### src/rtl/imm_gen_stage.sv
// RV32I immediate generator (I/S/B/U/J, optional CSR zimm under IMM_GEN_ZIMM_EN) behind a 2-entry skid buffer.
// Latency: 1 cycle from accept to out_valid; one result per cycle when streaming.
// Backpressure: in_ready drops only when both entries are full; it comes from registered count, not from out_ready.
module imm_gen_stage #(
    parameter int XLEN  = 32,
    parameter int TAG_W = 32
) (
    input  logic             clk,
    input  logic             rst_n,
    input  logic             in_valid,
    output logic             in_ready,
    input  logic [31:0]      in_instr,
    input  logic [2:0]       in_sel,
    input  logic [TAG_W-1:0] in_tag,
    output logic             out_valid,
    input  logic             out_ready,
    output logic [XLEN-1:0]  out_imm,
    output logic [TAG_W-1:0] out_tag,
    output logic             out_err
);

    typedef struct packed {
        logic [XLEN-1:0]  imm;
        logic [TAG_W-1:0] tag;
        logic             err;
    } entry_t;

    localparam logic [2:0] SEL_I = 3'd0;
    localparam logic [2:0] SEL_S = 3'd1;
    localparam logic [2:0] SEL_B = 3'd2;
    localparam logic [2:0] SEL_U = 3'd3;
    localparam logic [2:0] SEL_J = 3'd4;
    localparam logic [2:0] SEL_Z = 3'd5;

    entry_t      dec;
    entry_t      head;
    entry_t      tail;
    logic [1:0]  count;
    logic [31:0] raw;
    logic        sgn;
    logic        push;
    logic        pop;

    assign sgn = in_instr[31];

    // Every format is first built as a 32-bit signed value, then widened once to XLEN.
    always_comb begin
        raw     = '0;
        dec     = '0;
        dec.tag = in_tag;
        case (in_sel)
            SEL_I: raw = {{20{sgn}}, in_instr[31:20]};
            SEL_S: raw = {{20{sgn}}, in_instr[31:25], in_instr[11:7]};
            SEL_B: raw = {{19{sgn}}, sgn, in_instr[7], in_instr[30:25], in_instr[11:8], 1'b0};
            SEL_U: raw = {in_instr[31:12], 12'b0};
            SEL_J: raw = {{11{sgn}}, sgn, in_instr[19:12], in_instr[20], in_instr[30:21], 1'b0};
            default: raw = '0;
        endcase
        case (in_sel)
            SEL_I, SEL_S, SEL_B, SEL_U, SEL_J: dec.imm = XLEN'($signed(raw));
`ifdef IMM_GEN_ZIMM_EN
            SEL_Z: dec.imm = XLEN'(in_instr[19:15]);
`endif
            default: dec.err = 1'b1;
        endcase
    end

    assign in_ready  = (count != 2'd2);
    assign out_valid = (count != 2'd0);
    assign push      = in_valid && in_ready;
    assign pop       = out_valid && out_ready;

    // head always drives the outputs; vacated slots are zeroed so nothing stale is ever shown.
    always_ff @(posedge clk or negedge rst_n) begin
        if (!rst_n) begin
            count <= 2'd0;
            head  <= '0;
            tail  <= '0;
        end else begin
            case ({push, pop})
                2'b10: begin
                    if (count == 2'd0) head <= dec;
                    else               tail <= dec;
                    count <= count + 2'd1;
                end
                2'b01: begin
                    head  <= tail;
                    tail  <= '0;
                    count <= count - 2'd1;
                end
                // Simultaneous push/pop only happens at count 1: the new entry replaces the head.
                2'b11: head <= dec;
                default: ;
            endcase
        end
    end

    assign out_imm = head.imm;
    assign out_tag = head.tag;
    assign out_err = head.err;

endmodule

### config.mk
export PLATFORM = sky130hd
export DESIGN_NAME = imm_gen_stage
export DESIGN_NICKNAME = d
export VERILOG_FILES = /design/src/rtl/imm_gen_stage.sv
export SDC_FILE = /design/constraint.sdc
export NUM_CORES = 1
export LEC_CHECK = 0
export BUFFER_PORTS_ARGS = -buffer_cell sky130_fd_sc_hd__buf_2
export CORE_MARGIN = 1.5
export CORE_UTILIZATION = 39
export CTS_CLUSTER_SIZE = 25
export DETAILED_ROUTE_END_ITERATION = 10
export GPL_ROUTABILITY_DRIVEN = 1
export PLACE_DENSITY = 0.58
export REMOVE_ABC_BUFFERS = 1
export SKIP_LAST_GASP = 1
export SYNTH_ARGS = -nofsm -noshare
export SYNTH_HDL_FRONTEND = slang
export SYNTH_SLANG_ARGS = --single-unit
export TNS_END_PERCENT = 100
### constraint.sdc
create_clock -name clk -period 3.8 [get_ports clk]
set_input_delay 0 -clock clk [delete_from_list [all_inputs] [get_ports clk]]
set_output_delay 0 -clock clk [all_outputs]
set_load 0.02 [all_outputs]
==> metrics.log <==
[metrics] diodes inserted: 0
[metrics] time the worst path needs with I/O delays and setup: 3184 ps
[metrics] classification of the worst setup path: register to register
[metrics] RePlAce Congestion: 0.7295
[metrics] switching share of total power: 40.13%
[metrics] Synth Flop Type: dfrtp_1
[metrics] final worst clock skew: 4.190 ps
[metrics] critical path data required time: 4050 ps
[metrics] CTS tree: yes
[metrics] worst path arrival time: 3430 ps
[metrics] initial core utilization: 39.74%
[metrics] total global-route track usage: 20.79%
[metrics] Core Region: 15150 um2
[metrics] number of buffers between clock root and the deepest sink: 2
[metrics] aggregate global routing overflow: 0
[metrics] Nets: 876
[metrics] first-pass GRT wire length: 26480 um
[metrics] slew at the pin closest to its max-slew limit: 987.5 ps
[metrics] synthesized cell area: 6020 um2
[metrics] horizontal extent of the die: 127.2 um
[metrics] cts bufs inserted: 17
[metrics] largest net degree at the start of global routing: 108
[metrics] Port Buffer Count: 130
[metrics] Layout Utilization: 52.00%
[metrics] Slew Limit Fails: 0
[metrics] Final Total Pwr: 6.503 mW
[metrics] minimum setup slack after placement: 571.5 ps
[metrics] cell at the root of the clock tree: clkbuf_16
[metrics] routed via count divided by cell count: 5.251
[metrics] die boundary height: 127.2 um
[metrics] initial antenna violation count: 0
[metrics] Area growth syn-to-layout: 30.83%
[metrics] number of optimization iterations in the first detailed-route pass: 5
[metrics] max-cap check violation count: 0
[metrics] post-detailed-routing wire length: 16200 um
[metrics] P_leak: 3.790 nW
[metrics] count of H-tree levels built during CTS: 4
[metrics] number of warnings printed during yosys synthesis: 0
[metrics] Final Hold Fails: 0
[metrics] proportion of power drawn by flip-flops and latches: 37.0%
[metrics] combined buffer and inverter count along the critical path: 3
[metrics] cell type with the highest occurrence count on the critical path: inv_2
[metrics] routed via count: 5267
[metrics] via count of the first global-routing pass: 5273
[metrics] fraction of layout cells with a size suffix above 1: 21.84%
[metrics] total die area: 16190 um2
[metrics] internal power: 3.893 mW
[metrics] drt initial violations: 280
[metrics] Routed WL per cell: 16.15 um
[metrics] Setup Fix Bufs, Post-CTS: 0
[metrics] antenna-violating nets left: 0
[metrics] accumulated negative setup slack: 0 ps
[metrics] clock transition at the register clock pins on the worst setup and hold paths after CTS: 60 ps
[metrics] post-detailed-route DRC marker count: 0
[metrics] count of state elements after synthesis: 132
[metrics] final period utilization: 83.79%
[metrics] combinational group share of total power: 38.8%
[metrics] hold buffer count at cts: 54
[metrics] number of enable flip-flop cells after synthesis: 0
[metrics] worst skew pair latency: 410 ps
[metrics] net switching power: 2.610 mW
[metrics] number of placement rows: 45
[metrics] CP Cell Sequence: nor2_4 -> inv_2 -> nand2_2 -> inv_2 -> ha_4 -> inv_2 -> nand3_1 -> o21ai_0
[metrics] count of different cell masters after synthesis: 40
[metrics] clock network fraction of design power: 24.2%
[metrics] worst-case headroom to the max-slew limit: 34.17%
[metrics] smallest setup slack after layout: 616.2 ps
[metrics] fraction of the yosys area taken by sequential cells: 54.87%
[metrics] clock sink count: 132
[metrics] Worst setup EP type: register
[metrics] Critical Path Slowest Stage Cell: nand3_1
[metrics] top fanout value on the critical path: 30
[metrics] result of the run: finished clean
[metrics] HPWL after detailed placement: 10100 um
[metrics] non-filler instance count after layout: 1003
[metrics] unrepaired setup endpoints after global routing: false
[metrics] CP max stage delay: 660 ps
[metrics] critical path startpoint category: register
[metrics] Largest delay share family, worst path: buffers and inverters
[metrics] Synth async-reset ratio: 100.0%
[metrics] post-cts gate resize count: 0
[metrics] power density normalized to cell area: 825.8 nW/um2
[metrics] instance count of the mapped netlist: 643
[metrics] number of top-level pins: 138
[metrics] mean post-synth cell area: 9.362 um2
[metrics] largest voltage drop on the vdd net: 0.0003614 V
[metrics] f_max: 314.1 MHz
[metrics] placed cell count: 918
[metrics] worst hold path type: input port to register
[metrics] count of endpoints failing setup in the final report: 0
==> cells in the mapped netlist, types with 2 or more instances <==
master / count / area (um2)
nor4b_1: 4 / 35.03
nand3_1: 2 / 10.01
dfrtp_1: 132 / 3303
mux2i_1: 34 / 340.3
a211oi_1: 8 / 60.06
nand4_1: 25 / 156.4
a31oi_1: 14 / 87.58
xor2_1: 2 / 17.52
nand2b_1: 11 / 68.82
nor3_1: 9 / 45.04
nor2_1: 26 / 97.59
o21ai_0: 87 / 435.4
a21oi_1: 30 / 150.1
a21o_1: 12 / 90.09
o21ai_1: 4 / 20.02
nand2_1: 158 / 593.1
inv_1: 3 / 11.26
a311oi_1: 8 / 70.07
nor2b_1: 2 / 12.51
clkbuf_1: 18 / 67.56
buf_1: 4 / 15.01
buf_4: 2 / 15.01
buf_2: 27 / 135.1
inv_2: 3 / 11.26
ha_1: 2 / 25.02
xnor2_1: 2 / 17.52
==> power by group through the flow <==
stage | combinational (mW) | clock [mW] | sequential, mW
global route | 2.81 | 1.67 | 2.49
floorplan | 1.21 | 0 | 2.77
CTS | 2.55 | 1.61 | 2.41
detailed placement | 2.50 | 0 | 2.43
finish | 2.52 | 1.57 | 2.41
global placement | 2.45 | 0 | 2.39
==> state kept, by name (all words and copies together) (netlist names) <==
register	count
out_err	1
out_imm	32
out_tag	32
tail	65
count	2
==> worst reg2reg max path: cells and delay by family (launching register included) <==
family,cells,cell delay (ps)
buffers and inverters,3,930
and+or+nand+nor,3,890
adders and majority gates,1,490
DFF,1,450
AOI/OAI and AO/OA,1,260
==> final cells by class <==
type | instances | area (um2)
clock inverters | 10 | 107.6
repair buffers | 193 | 1265
well taps | 188 | 235.2
fillers | 1371 | 7271
flip-flops and latches | 132 | 3303
inverters | 6 | 22.52
clock buffers | 21 | 460.4
multi-input cells | 453 | 2481
==> path summary, 6_finish.rpt <==
path	from	end	slack, ps	cells past startpoint
worst max-delay path	count[0]	tail[49]	620	8
worst min-delay path	in_instr[15]	tail[48]	20	3
worst max register to register	count[0]	tail[49]	620	8
worst min register to register	tail[53]	tail[53]	470	1
max in group asynchronous	rst_n	tail[58]	2540	3
min in group asynchronous	rst_n	out_tag[19]	310	2
==> per-stage QoR <==
step           area, um2  hold slack, ps
2_1_floorplan       5782          -295.6
3_3_place_gp        6766           198.4
4_1_cts             7875        0.008743
3_5_place_dp        6766           210.1
5_1_grt             7875           18.97
6_report            7875           16.84
==> routing by layer <==
layer,up-vias,routed length (um),global-route usage [%]
met1,2549,7337,27.65
met5,-,0,0
met4,0,298,8.957
met2,135,7835,33.15
met3,25,732,4.313
li1,2558,-,-
==> cell families (layout without fill, tap and decap cells) <==
family / after synthesis / in the layout / synth area share [%]
AO/OA/AOI/OAI: 167 / 167 / 15.88
XOR/XNOR: 4 / 4 / 0.5821
adder cells (fa/ha/maj): 3 / 3 / 0.5819
buffers and inverters: 58 / 230 / 4.323
flip-flops: 132 / 132 / 54.87
multiplexers: 35 / 35 / 5.841
AND/OR/NAND/NOR: 244 / 244 / 17.92
==> layout by cell type (no fill, tap or decap), drive strengths merged, types with 3 or more instances in the layout <==
cell type    instances
a211oi               8
a21o                12
a21oi               31
a311oi               8
a31oi               14
buf                139
clkbuf              21
clkinv               5
clkinvlp             3
dfrtp              132
dlygate4sd3         54
inv                  6
mux2i               34
nand2              159
nand2b              11
nand4               25
nor2                27
nor3                 9
nor4b                4
o21ai               91
(Power assumes the default switching activity.)
